<file path="config.mk">
export PLATFORM = sky130hd
export DESIGN_NAME = wb_arbiter
export DESIGN_NICKNAME = d
export VERILOG_FILES = /design/src/rtl/wb_pkg.sv /design/src/rtl/wb_fifo.sv /design/src/rtl/wb_arbiter.sv
export SDC_FILE = /design/constraint.sdc
export NUM_CORES = 1
export LEC_CHECK = 0
export CAP_MARGIN = 10
export CORE_MARGIN = 3
export CORE_UTILIZATION = 45
export CTS_BUF_LIST = sky130_fd_sc_hd__clkbuf_4 sky130_fd_sc_hd__clkbuf_8 sky130_fd_sc_hd__clkbuf_16
export DETAILED_ROUTE_END_ITERATION = 10
export PLACE_DENSITY = 0.74
export SLEW_MARGIN = 40
export SYNTH_ARGS = -nofsm -noshare
export SYNTH_HDL_FRONTEND = slang
export SYNTH_SLANG_ARGS = --single-unit
export TNS_END_PERCENT = 10
</file>
<file path="constraint.sdc">
create_clock -name clk -period 5.15 [get_ports clk]
set_input_delay 1.03 -clock clk [delete_from_list [all_inputs] [get_ports clk]]
set_output_delay 1.03 -clock clk [all_outputs]
set_load 0.03 [all_outputs]
</file>
<file path="src/rtl/wb_pkg.sv">
// Shared types and constants for the write-back arbiter.
//   XLEN       : register data width
//   REG_ADDR_W : register-file address width
//   wb_req_t   : one pending register write (destination + data)
package wb_pkg;

  localparam int XLEN       = 32;
  localparam int REG_ADDR_W = 5;

  typedef struct packed {
    logic [REG_ADDR_W-1:0] rd;
    logic [XLEN-1:0]       data;
  } wb_req_t;

endpackage

</file>
<file path="src/rtl/wb_fifo.sv">
// Small synchronous FIFO of pending register writes with asynchronous reset.
// Ports:
//   clk, rst          : clock, async active-high reset
//   push, push_data   : enqueue request and payload (ignored when full)
//   pop               : dequeue request (ignored when empty)
//   head              : oldest entry
//   count, full, empty: occupancy
//   ent_valid, ent_rd : per-slot occupancy and destination, used to build pend_mask
module wb_fifo
  import wb_pkg::*;
#(
  parameter int DEPTH = 2
) (
  input  logic                                clk,
  input  logic                                rst,
  input  logic                                push,
  input  wb_req_t                             push_data,
  input  logic                                pop,
  output wb_req_t                             head,
  output logic [$clog2(DEPTH):0]              count,
  output logic                                full,
  output logic                                empty,
  output logic [DEPTH-1:0]                    ent_valid,
  output logic [DEPTH-1:0][REG_ADDR_W-1:0]    ent_rd
);

  localparam int AW = $clog2(DEPTH);
  localparam logic [AW:0] FULL_CNT = (AW+1)'(DEPTH);

  wb_req_t       mem [DEPTH];
  logic [AW-1:0] wr_ptr;
  logic [AW-1:0] rd_ptr;
  logic          push_ok;
  logic          pop_ok;

  assign full    = (count == FULL_CNT);
  assign empty   = (count == '0);
  assign push_ok = push && !full;
  assign pop_ok  = pop && !empty;
  assign head    = mem[rd_ptr];

  always_comb begin
    for (int i = 0; i < DEPTH; i++) begin
      ent_rd[i] = mem[i].rd;
    end
  end

  // Pointers are AW bits wide, so they wrap modulo DEPTH on their own.
  always_ff @(posedge clk or posedge rst) begin
    if (rst) begin
      wr_ptr    <= '0;
      rd_ptr    <= '0;
      count     <= '0;
      ent_valid <= '0;
      for (int i = 0; i < DEPTH; i++) begin
        mem[i] <= '0;
      end
    end else begin
      if (push_ok) begin
        mem[wr_ptr]       <= push_data;
        ent_valid[wr_ptr] <= 1'b1;
        wr_ptr            <= wr_ptr + 1'b1;
      end
      // Push and pop never hit the same slot: that needs count==0 or count==DEPTH,
      // where one of them is blocked.
      if (pop_ok) begin
        ent_valid[rd_ptr] <= 1'b0;
        rd_ptr            <= rd_ptr + 1'b1;
      end
      case ({push_ok, pop_ok})
        2'b10:   count <= count + 1'b1;
        2'b01:   count <= count - 1'b1;
        default: count <= count;
      endcase
    end
  end

endmodule

</file>
<file path="src/rtl/wb_arbiter.sv">
// Write-back arbiter feeding the single RegFile write port.
// The pipeline WB result always wins; long-latency results are queued in
// wb_fifo and drained on cycles the pipeline leaves the port free.
// Ports:
//   clk, rst                      : clock, async active-high reset
//   wb_valid, wb_rd, wb_data      : in-order pipeline result (never stalled)
//   ll_valid, ll_ready, ll_rd,
//   ll_data                       : long-latency result handshake
//   RegWrite, rd, WriteData       : registered RegFile write port
//   pend_mask                     : registers targeted by queued entries
//   stall_req                     : queue starved for STARVE_LIMIT edges
module wb_arbiter
  import wb_pkg::*;
#(
  parameter int XLEN         = wb_pkg::XLEN,
  parameter int DEPTH        = 2,
  parameter int STARVE_LIMIT = 4
) (
  input  logic                  clk,
  input  logic                  rst,
  input  logic                  wb_valid,
  input  logic [REG_ADDR_W-1:0] wb_rd,
  input  logic [XLEN-1:0]       wb_data,
  input  logic                  ll_valid,
  output logic                  ll_ready,
  input  logic [REG_ADDR_W-1:0] ll_rd,
  input  logic [XLEN-1:0]       ll_data,
  output logic                  RegWrite,
  output logic [REG_ADDR_W-1:0] rd,
  output logic [XLEN-1:0]       WriteData,
  output logic [31:0]           pend_mask,
  output logic                  stall_req
);

  localparam int          AW        = $clog2(DEPTH);
  localparam logic [AW:0] DEPTH_CNT = (AW+1)'(DEPTH);
  localparam int          SW        = $clog2(STARVE_LIMIT + 1);
  localparam logic [SW-1:0] LIMIT   = SW'(STARVE_LIMIT);

  wb_req_t                         push_req;
  wb_req_t                         head;
  logic [AW:0]                     fifo_count;
  logic                            fifo_full;
  logic                            fifo_empty;
  logic [DEPTH-1:0]                ent_valid;
  logic [DEPTH-1:0][REG_ADDR_W-1:0] ent_rd;
  logic                            push;
  logic                            pop;
  logic                            wb_take;
  logic [SW-1:0]                   starve_cnt;

  // Held low through reset; afterwards purely a function of occupancy.
  assign ll_ready = (fifo_count < DEPTH_CNT) && !rst;

  // x0 results complete the handshake but are never written, so drop them here.
  assign push          = ll_valid && ll_ready && !fifo_full && (ll_rd != '0);
  assign push_req.rd   = ll_rd;
  assign push_req.data = ll_data;

  assign wb_take = wb_valid && (wb_rd != '0);
  assign pop     = !wb_take && !fifo_empty;

  wb_fifo #(.DEPTH(DEPTH)) u_fifo (
    .clk       (clk),
    .rst       (rst),
    .push      (push),
    .push_data (push_req),
    .pop       (pop),
    .head      (head),
    .count     (fifo_count),
    .full      (fifo_full),
    .empty     (fifo_empty),
    .ent_valid (ent_valid),
    .ent_rd    (ent_rd)
  );

  always_comb begin
    pend_mask = '0;
    for (int i = 0; i < DEPTH; i++) begin
      if (ent_valid[i]) pend_mask[ent_rd[i]] = 1'b1;
    end
  end

  always_ff @(posedge clk or posedge rst) begin
    if (rst) begin
      RegWrite  <= 1'b0;
      rd        <= '0;
      WriteData <= '0;
    end else begin
      RegWrite <= wb_take || !fifo_empty;
      if (wb_take) begin
        rd        <= wb_rd;
        WriteData <= wb_data;
      end else if (pop) begin
        rd        <= head.rd;
        WriteData <= head.data;
      end
    end
  end

  // Counts edges on which a queued entry was blocked by a pipeline write.
  always_ff @(posedge clk or posedge rst) begin
    if (rst) begin
      starve_cnt <= '0;
    end else if (fifo_empty || pop) begin
      starve_cnt <= '0;
    end else if (starve_cnt != LIMIT) begin
      starve_cnt <= starve_cnt + 1'b1;
    end
  end

  assign stall_req = (starve_cnt == LIMIT);

endmodule

</file>
==> results of run 1 <==
[layer usage]
metal	up-vias	global-route usage	part of all wire
li1	2039	-	-
met4	0	0.05312	0.012
met2	168	0.3519	0.50
met1	2207	0.2559	0.42
met5	-	0	0
met3	18	0.05847	0.063
[power groups by stage]
stage / clock network (W) / logic (W) / registers (W)
6_report: 0.00120 / 0.00210 / 0.00188
5_1_grt: 0.00127 / 0.00227 / 0.00195
4_1_cts: 0.00122 / 0.00212 / 0.00188
3_5_place_dp: 0 / 0.00210 / 0.00189
3_3_place_gp: 0 / 0.00205 / 0.00185
2_1_floorplan: 0 / 0.00132 / 0.00194
[final cells by class]
type | count | area (sq um) | share of cell area
Sequential cell | 121 | 3035 | 0.3746
Multi-Input combinational cell | 311 | 2646 | 0.3266
Clock inverter | 11 | 147.6 | 0.01822
Tap cell | 172 | 215.2 | 0.02656
Timing Repair Buffer | 156 | 1559 | 0.1924
Clock buffer | 21 | 461.7 | 0.05698
Inverter | 8 | 37.54 | 0.004632
[state kept, by name (all words and copies together), names as in the netlist]
signal            count
u_fifo.count          2
u_fifo.wr_ptr         1
u_fifo.ent_valid      2
u_fifo.rd_ptr         1
u_fifo.ent_rd        10
rd                    5
starve_cnt            3
WriteData            32
RegWrite              1
u_fifo.mem           64
[layout by cell type (no fill, tap or decap), types with 5 or more instances in the layout]
cell	Yosys	final
clkdlybuf4s50_1	0	149
dfrtp_1	121	119
mux2_2	69	69
mux2_1	40	40
nor3_1	40	40
mux2i_1	38	38
a21oi_1	37	37
o22ai_1	32	32
clkbuf_16	0	17
nand3b_1	11	11
inv_1	8	7
nor2_1	5	5
or3_1	5	5
xnor2_1	5	5
buf_4	2	5
[how the worst max path moves through the flow]
stage	from	end	slack, ps	depth (start not counted)
after CTS	rst	ll_ready	1320	3
after global routing	rst	ll_ready	1230	3
final	rst	ll_ready	1300	3
after global placement	rst	ll_ready	1360	3
after floorplan	rst	RegWrite	910	1
after detailed placement	rst	ll_ready	1330	3
[cell families after synthesis]
| logic type | count (synthesis) |
|---|---|
| xor gates and xnor gates | 6 |
| buffers and inverters | 47 |
| adders and majority gates | 3 |
| and+or+nand+nor | 75 |
| AOI/OAI and AO/OA | 80 |
| muxes | 147 |
| DFF | 121 |
[critical path, delay by kind of cell]
kind | cells | cell delay, ps
buf+inv | 2 | 1360
simple gates | 1 | 430
[per-stage QoR]
stage	cell area, sq um	setup slack [ps]
after floorplan	5881	905.8
after global placement	7453	1358
after detailed placement	7488	1329
after CTS	8098	1322
after global routing	8103	1230
final	8103	1302
==> metrics.yaml, run 1 <==
timing:
  finClkSkew_ps: 16.22
  min_period_ps: 3848
  fin_tns_setup_ps: 0
  hold_viol_final: 0
  rsz0062_at_grt: "false"
  drv_slew: 0
  slew_headroom: 0.4529
  setup_violations: 0
  holdWs_ps: 488.2
  fmax_mhz: 259.9
  worst_pin_slew_ps: 820.7
  fin_crit_sh: 0.7472
placement:
  dp_cells: 768
  io_buffers: 149
  gp_congestion: 0.8032
  hpwlAfterDp_um: 9694
worst_hold_path:
  worstHoldPathCells: 1
  whs_endpoint: "u_fifo.mem[46]"
  min_from: "u_fifo.mem[46]"
  hp-class: "reg2reg"
global_route:
  grt_start_max_net_pins: 89
  grt_pass1_vias: 4550
  antenna_found_initial: 0
  track_usage: 0.2051
  grt_pass1_wl_um: 23420
  overflow: 0
synth:
  synth_common_cells: "121 x dfrtp_1, 69 x mux2_2, 40 x mux2_1, 40 x nor3_1, 38 x mux2i_1"
  synth-xor-area-share: 0.008936
  synthesis.area_sq_mm: 0.005881
  synth_top_area_share: 0.5149
  synth_top_family_by_area: "multiplexers"
  syn-num-nets: 560
  yosysWarnings: 0
  synth_area_leaders: "dfrtp_1 51%, mux2_2 13%, mux2_1 7.7%, mux2i_1 6.5%, nor3_1 3.4%"
  synthArstFlopShare: 1.000
  synth_compound_area_frac: 0.08447
  yosysSeqAreaShare: 0.5149
  synth_top_area_cell: "dfrtp_1"
  syn_inst: 479
  synth_area_per_cell_sq_um: 12.28
  synthMuxAreaShare: 0.2734
  synthAdderAreaFrac: 0.006383
  synth_edf_count: 0
  synthFlopType: "dfrtp_1"
  ys_ff_latch: 121
  ys_types: 32
  synthSimpleGateAreaFrac: 0.07149
  yosysMostFrequentCell: "dfrtp_1"
power_and_ir_drop:
  powerDensity_mw_per_mm2: 639.8
  p_sw_w: 0.001917
  swShare: 0.3698
  peakVddDrop_mv: 0.3387
  power.internal_w: 0.003267
  power_frac_comb: 0.405
  p_clk_frac: 0.232
  power.total_w: 0.005185
  pwr-share-seq: 0.362
  p_leak_nw: 3.306
die:
  dieArea_sq_mm: 0.01448
  chipHeight_um: 120.3
  io_pins: 150
  die_w_um: 120.3
  fp.coreArea_sq_mm: 0.01272
  fp-row-count: 41
  start_util: 0.4622
setup_path:
  r2r_setup_slack_ps: 2910
  rr_worst_depth: 6
  crit_type: "in2out"
  crit_fanout: 4
  r2r_end: "u_fifo.count[1]"
  crit_slowest_cell: "clkdlybuf4s50_1"
  cp_data_arrival_time_ps: 2820
  cpMostUsedCell: "clkdlybuf4s50_1"
  critPathRequiredTime_ps: 4120
  crit_chain: "clkdlybuf4s50_1 > nor2_1 > clkdlybuf4s50_1"
  slowest_delay_ps: 810
  start_kind: "input port"
  end_kind: "output pin"
  r2r-start: "u_fifo.count[1]"
route:
  drtIter0Drc: 221
  avgRoutedWirePerCell_um: 18.10
  vias_per_cell: 5.540
  ant_nets: 0
  drc: 0
  finalWirelength_um: 14480
  num_vias: 4432
  first_pass_iters: 5
cts:
  cts_sinks: 121
  clk_pin_slew_ps: 50
  cts-htree-levels: 4
  clk_path_buf_depth: 2
  cts_setup_buffers: 0
  cts_root_buffer: "clkbuf_16"
  clk_latency_ps: 410
  cts_tree: "done"
  cts_resized: 0
  holdBufCountCts: 0
  cts_buffers: 17
cells_and_area:
  num_antenna_cells: 0
  utilization: 0.6369
  nFillCells: 1043
  final_cells: 800
  syn2layout_area_growth_pct: 37.79
  fin_nets: 696
  drive_gt1_frac: 0.1927
outcome:
  status: "complete, no violations"
job:
  maxCapViolCount: 0
No activity file was read; power rests on OpenSTA's default activity.
==> run 2: changes to the inputs <==
==> constraint.sdc (replaced) <==
create_clock -name clk -period 3.95 [get_ports clk]
set_input_delay 0.79 -clock clk [delete_from_list [all_inputs] [get_ports clk]]
set_output_delay 0.79 -clock clk [all_outputs]
set_load 0.03 [all_outputs]
==> metrics.yaml, run 2 (synthesis results as in run 1) <==
outcome:
  status: "complete, no violations"  # unchanged
cts:
  holdBufCountCts: 0  # unchanged
  cts_setup_buffers: 0  # unchanged
  clk_pin_slew_ps: 50  # about the same
  cts_buffers: 17  # unchanged
  cts-htree-levels: 4  # unchanged
  clk_path_buf_depth: 2  # unchanged
  cts_tree: "done"  # unchanged
  cts_sinks: 121  # unchanged
  cts_root_buffer: "clkbuf_16"  # unchanged
  clk_latency_ps: 400  # was 410 ps
  cts_resized: 0  # unchanged
placement:
  dp_cells: 770  # was 768
  hpwlAfterDp_um: 9565  # was 9694 um
  io_buffers: 149  # unchanged
  gp_congestion: 0.8108  # was 0.8032
die:
  die_w_um: 120.3  # unchanged
  fp.coreArea_sq_mm: 0.01272  # unchanged
  dieArea_sq_mm: 0.01448  # unchanged
  io_pins: 150  # unchanged
  start_util: 0.4622  # unchanged
  fp-row-count: 41  # unchanged
  chipHeight_um: 120.3  # unchanged
cells_and_area:
  largest_reg_flops: 64  # unchanged
  drive_gt1_frac: 0.1955  # was 0.1927
  fin_nets: 698  # was 696
  nFillCells: 1025  # was 1043
  regArea_sq_mm: 0.003037  # was 0.003035 sq mm
  final_common_cell: "clkdlybuf4s50_1"  # unchanged
  mostFrequentLayoutCells: "149 x clkdlybuf4s50_1, 118 x dfrtp_1, 69 x mux2_2, 40 x mux2_1, 40 x nor3_1"  # was 149 x clkdlybuf4s50_1, 119 x dfrtp_1, 69 x mux2_2, 40 x mux2_1, 40 x nor3_1
  final_cells: 801  # was 800
  multi_input_area_sq_mm: 0.002649  # was 0.002646 sq mm
  syn2layout_area_growth_pct: 38.64  # was 37.79%
  num_antenna_cells: 0  # unchanged
  regMostFlops: "u_fifo.mem"  # unchanged
setup_path:
  crit_type: "in2out"  # unchanged
  cp_num_buf_inv: 2  # unchanged
  start_kind: "input port"  # unchanged
  crit_slowest_cell: "clkdlybuf4s50_1"  # unchanged
  end_kind: "output pin"  # unchanged
  critPathRequiredTime_ps: 3160  # was 4120 ps
  crit_chain: "clkdlybuf4s50_1 > nor2_1 > clkdlybuf4s50_1"  # unchanged
  crit_fanout: 4  # unchanged
  critical-path-top-delay-family: "buffers and inverters"  # unchanged
  slowest_delay_ps: 810  # about the same
  cp_data_arrival_time_ps: 2500  # was 2820 ps
  cpMostUsedCell: "clkdlybuf4s50_1"  # unchanged
route:
  first_pass_iters: 5  # unchanged
  num_vias: 4318  # was 4432
  vias_per_cell: 5.391  # was 5.540
  ant_nets: 0  # unchanged
  drtIter0Drc: 189  # was 221
  avgRoutedWirePerCell_um: 17.58  # was 18.10 um
  drc: 0  # unchanged
  finalWirelength_um: 14080  # was 14480 um
global_route:
  antenna_found_initial: 0  # unchanged
  overflow: 0  # unchanged
  grt_start_max_net_pins: 67  # was 89
  grt_pass1_vias: 4521  # was 4550
  track_usage: 0.1990  # was 0.2051
  grt_pass1_wl_um: 22560  # was 23420 um
timing:
  worst_pin_slew_ps: 714.3  # was 820.7 ps
  hold_viol_final: 0  # unchanged
  fmax_mhz: 304.1
  drv_slew: 0  # unchanged
  setup_violations: 0  # unchanged
  rsz0062_at_grt: "false"  # unchanged
  min_period_ps: 3289
  fin_tns_setup_ps: 0  # unchanged
  slew_headroom: 0.5238  # was 0.4529
  fin_crit_sh: 0.8326
  finClkSkew_ps: 5.508  # was 16.22 ps
power_and_ir_drop:
  peakVddDrop_mv: 0.4026  # was 0.3387 mV
  powerDensity_mw_per_mm2: 837.9  # was 639.8 mW/mm^2
  p_leak_nw: 3.338  # was 3.306 nW
worst_hold_path:
  hp-class: "reg2reg"  # unchanged
job:
  maxCapViolCount: 0  # unchanged
-- run 2: changes by cell type in the layout (fill, tap and decap cells not counted), moves of 2 or more --
cell,previous run,this run
buf_8,2,0
buf_4,5,8
clkinvlp_4,4,2
clkbuf_8,1,5
clkinv_4,2,0
-- run 2: worst paths after layout --
check                                start             endpoint  slack (ps)  cells after the start
min in group asynchronous              rst  u_fifo.ent_valid[1]         780                      2
min                         u_fifo.mem[39]       u_fifo.mem[39]         490                      1
max reg2reg                u_fifo.count[1]      u_fifo.count[1]        1910                      8
max in group asynchronous              rst      u_fifo.count[0]        2300                      3
max                                    rst             ll_ready         660                      3
min reg2reg                 u_fifo.mem[39]       u_fifo.mem[39]         490                      1
-- run 2: layer usage --
| layer | wire [um] | track usage | part of all wire |
|---|---|---|---|
| met2 | 7202 | 0.3495 | 0.51 |
| met5 | 0 | 0 | 0 |
| met3 | 847 | 0.05519 | 0.060 |
| met1 | 5924 | 0.2405 | 0.42 |
| met4 | 106 | 0.05595 | 0.0075 |
-- run 2: report_power, final --
part           internal, W  switching [W]  total, W
logic              0.00137        0.00134   0.00272
registers          0.00187       0.000591   0.00246
clock network      0.00115       0.000510   0.00166
-- run 2: final cells by class --
type	count	area share
clock buffer	24	0.06246
clock inverter	7	0.01688
inverter	8	0.004144
multi-input combinational	311	0.3249
sequential	121	0.3725
tap	172	0.02640
timing repair buffer	158	0.1928
-- run 2: per-stage QoR --
stage                       util  power (W)  worst slack (ps)  hold WS, ps  instance area (sq um)
final                     0.6408   0.006831             661.3        485.2                   8153
after global routing      0.6408   0.007246             591.4        499.3                   8153
after CTS                 0.6404   0.006893             650.5        492.0                   8148
after detailed placement  0.5896   0.005198             668.0        480.9                   7501
after global placement    0.5894   0.005084             640.8        472.6                   7498
after floorplan                -   0.004252              1611        463.5                   5884
==> run 3: changes to the inputs <==
--- a/config.mk
+++ b/config.mk
@@ -10,7 +10,7 @@
 export CORE_UTILIZATION = 45
 export CTS_BUF_LIST = sky130_fd_sc_hd__clkbuf_4 sky130_fd_sc_hd__clkbuf_8 sky130_fd_sc_hd__clkbuf_16
 export DETAILED_ROUTE_END_ITERATION = 10
-export PLACE_DENSITY = 0.74
+export PLACE_DENSITY = 0.77
 export SLEW_MARGIN = 40
 export SYNTH_ARGS = -nofsm -noshare
 export SYNTH_HDL_FRONTEND = slang
==> constraint.sdc (replaced) <==
create_clock -name clk -period 2.7 [get_ports clk]
set_input_delay 0.54 -clock clk [delete_from_list [all_inputs] [get_ports clk]]
set_output_delay 0.54 -clock clk [all_outputs]
set_load 0.03 [all_outputs]
==> metrics.yaml, run 3 (synthesis results as in run 1) <==
die:
  io_pins: 150  # unchanged
  fp.coreArea_sq_mm: 0.01272  # unchanged
  start_util: 0.4622  # unchanged
  dieArea_sq_mm: 0.01448  # unchanged
  die_w_um: 120.3  # unchanged
  chipHeight_um: 120.3  # unchanged
  fp-row-count: 41  # unchanged
power_and_ir_drop:
  power.internal_w: 0.006433  # was 0.004386 W
  p_sw_w: 0.003710  # was 0.002445 W
  p_clk_frac: 0.240  # was 0.243
  swShare: 0.3658  # was 0.3580
  p_leak_nw: 3.616  # was 3.338 nW
  powerDensity_mw_per_mm2: 1231  # was 837.9 mW/mm^2
  power_frac_comb: 0.425  # was 0.398
  peakVddDrop_mv: 0.7021  # was 0.4026 mV
  pwr-share-seq: 0.335  # was 0.360
cells_and_area:
  nFillCells: 983  # was 1025
  syn2layout_area_growth_pct: 40.17  # was 38.64%
  fin_nets: 705  # was 698
  fin_area_sq_mm: 0.008243  # was 0.008153 sq mm
  drive_gt1_frac: 0.2072  # was 0.1955
  regMostFlops: "u_fifo.mem"  # unchanged
  utilization: 0.6479  # was 0.6408
  largest_reg_flops: 64  # unchanged
  mostFrequentLayoutCells: "118 x dfrtp_1, 118 x clkdlybuf4s50_1, 69 x mux2_2, 40 x mux2_1, 40 x nor3_1"  # was 149 x clkdlybuf4s50_1, 118 x dfrtp_1, 69 x mux2_2, 40 x mux2_1, 40 x nor3_1
  num_antenna_cells: 0  # unchanged
setup_path:
  cp_num_buf_inv: 1  # was 2
  path_depth: 3  # unchanged
  r2r_setup_slack_ps: 790  # was 1910 ps
  crit_slowest_cell: "clkdlybuf4s50_1"  # unchanged
  rr_worst_depth: 6  # was 8
  crit_type: "reg2out"  # was in2out
  cp_data_arrival_time_ps: 2090  # was 2500 ps
  slowest_delay_ps: 700  # was 810 ps
  end_kind: "output pin"  # unchanged
  r2r-start: "u_fifo.count[1]"  # unchanged
  crit_chain: "nand3_1 > o22ai_1 > clkdlybuf4s50_1"  # was clkdlybuf4s50_1 > nor2_1 > clkdlybuf4s50_1
  critPathRequiredTime_ps: 2160  # was 3160 ps
  critical-path-top-delay-family: "buffers and inverters"  # unchanged
  crit_fanout: 8  # was 4
  start_kind: "flop"  # was input port
  r2r_end: "u_fifo.count[1]"  # unchanged
cts:
  clk_latency_ps: 410  # was 400 ps
  cts_sinks: 121  # unchanged
  clk_path_buf_depth: 2  # unchanged
  cts_root_buffer: "clkbuf_16"  # unchanged
  cts_buffers: 17  # unchanged
  clk_pin_slew_ps: 60  # was 50 ps
  cts-htree-levels: 4  # unchanged
  holdBufCountCts: 0  # unchanged
  cts_tree: "done"  # unchanged
route:
  top_layer_used: "met4"  # unchanged
  drtIter0Drc: 232  # was 189
  avgRoutedWirePerCell_um: 18.45  # was 17.58 um
  drc: 0  # unchanged
  dr_wl_met3_um: 928  # was 847 um
  vias_per_cell: 5.525  # was 5.391
  wl_met2_um: 7620  # was 7202 um
  wl_met1_um: 6243  # was 5924 um
  num_vias: 4470  # was 4318
  ant_nets: 0  # unchanged
  finalWirelength_um: 14930  # was 14080 um
  first_pass_iters: 4  # was 5
timing:
  slew_headroom: 0.6927  # was 0.5238
  drv_slew: 0  # unchanged
  worst_pin_slew_ps: 461.0  # was 714.3 ps
  hold_viol_final: 0  # unchanged
  holdWs_ps: 485.0  # was 485.2 ps
  setup_violations: 0  # unchanged
  fin_crit_sh: 0.9724
  min_period_ps: 2626
  fmax_mhz: 380.9
  rsz0062_at_grt: "false"  # unchanged
  fin_tns_setup_ps: 0  # unchanged
  finClkSkew_ps: 14.02  # was 5.508 ps
global_route:
  grt_start_max_net_pins: 86  # was 67
  grt_pass1_wl_um: 23720  # was 22560 um
  grt_pass1_vias: 4674  # was 4521
  antenna_found_initial: 0  # unchanged
  overflow: 0  # unchanged
  track_usage: 0.2077  # was 0.1990
placement:
  placed_cell_area_sq_mm: 0.007611  # was 0.007501 sq mm
  gp_congestion: 0.8664  # was 0.8108
  hpwlAfterDp_um: 10530  # was 9565 um
  io_buffers: 149  # unchanged
outcome:
  status: "complete, no violations"  # unchanged
job:
  maxCapViolCount: 0  # unchanged
worst_hold_path:
  hp-class: "reg2reg"  # unchanged
  min_from: "u_fifo.mem[44]"  # was u_fifo.mem[39]
  worstHoldPathCells: 1  # unchanged
  whs_endpoint: "u_fifo.mem[44]"  # was u_fifo.mem[39]
## run 3: cell count changes in the layout (fill, tap and decap cells not counted), moves of 3 or more
cell | before | now
buf_12 | 1 | 6
buf_4 | 8 | 11
clkdlybuf4s50_1 | 149 | 118
dlygate4sd2_1 | 0 | 24
dlymetal6s2s_1 | 0 | 6
## run 3: final cells by class
cell class | instances | area [sq um] | area share
sequential | 121 | 3032 | 0.3678
clock buffer | 21 | 480.5 | 0.05829
tap | 172 | 215.2 | 0.02611
multi-input combinational | 311 | 2646 | 0.3210
timing repair buffer | 165 | 1669 | 0.2025
inverter | 8 | 33.78 | 0.004098
clock inverter | 11 | 166.4 | 0.02019
## run 3: worst reg2reg max path, stage by stage, from the launching register on
cell and delay (ps):
dfrtp_2 370, buf_4 310, nor2_1 200, o41ai_2 330
ha_1 320, nor2_1 150, xor2_1 160
## run 3: routing by layer
metal | up-vias | global-route usage
li1 | 2059 | -
met1 | 2239 | 0.2591
met2 | 157 | 0.3590
met3 | 15 | 0.05098
met4 | 0 | 0.06161
met5 | - | 0
## run 3: stage by stage
stage	cells	total power (W)	worst slack (ps)
6_report	809	0.01014	74.50
5_1_grt	809	0.01073	14.97
4_1_cts	809	0.01022	0.9279
3_5_place_dp	777	0.007773	85.88
3_3_place_gp	777	0.007578	123.7
2_1_floorplan	479	0.006221	611.3
## run 3: repair_timing
action / in CTS / in global routing
resized for setup: 24 / 6
endpoints found under the hold margin: 0 / 0
setup buffers: 0 / 0
endpoints found under the setup margin: 24 / 6
## run 3: power by group through the flow
stage	clock [W]	sequential, W	combinational [W]
final	0.00243	0.00340	0.00431
after global routing	0.00256	0.00351	0.00466
after CTS	0.00247	0.00339	0.00435
after detailed placement	0	0.00341	0.00436
after global placement	0	0.00335	0.00423
after floorplan	0	0.00370	0.00253
## run 3: worst max path at each step
stage / from / to / slack, ps
final: u_fifo.ent_rd[1] / pend_mask[23] / 70
after CTS: u_fifo.ent_rd[1] / pend_mask[13] / 0.9
after detailed placement: ll_rd[1] / u_fifo.ent_rd[4] / 90
after global routing: u_fifo.ent_rd[1] / pend_mask[23] / 10
after global placement: wb_rd[0] / u_fifo.count[1] / 120
after floorplan: u_fifo.ent_rd[7] / pend_mask[4] / 610
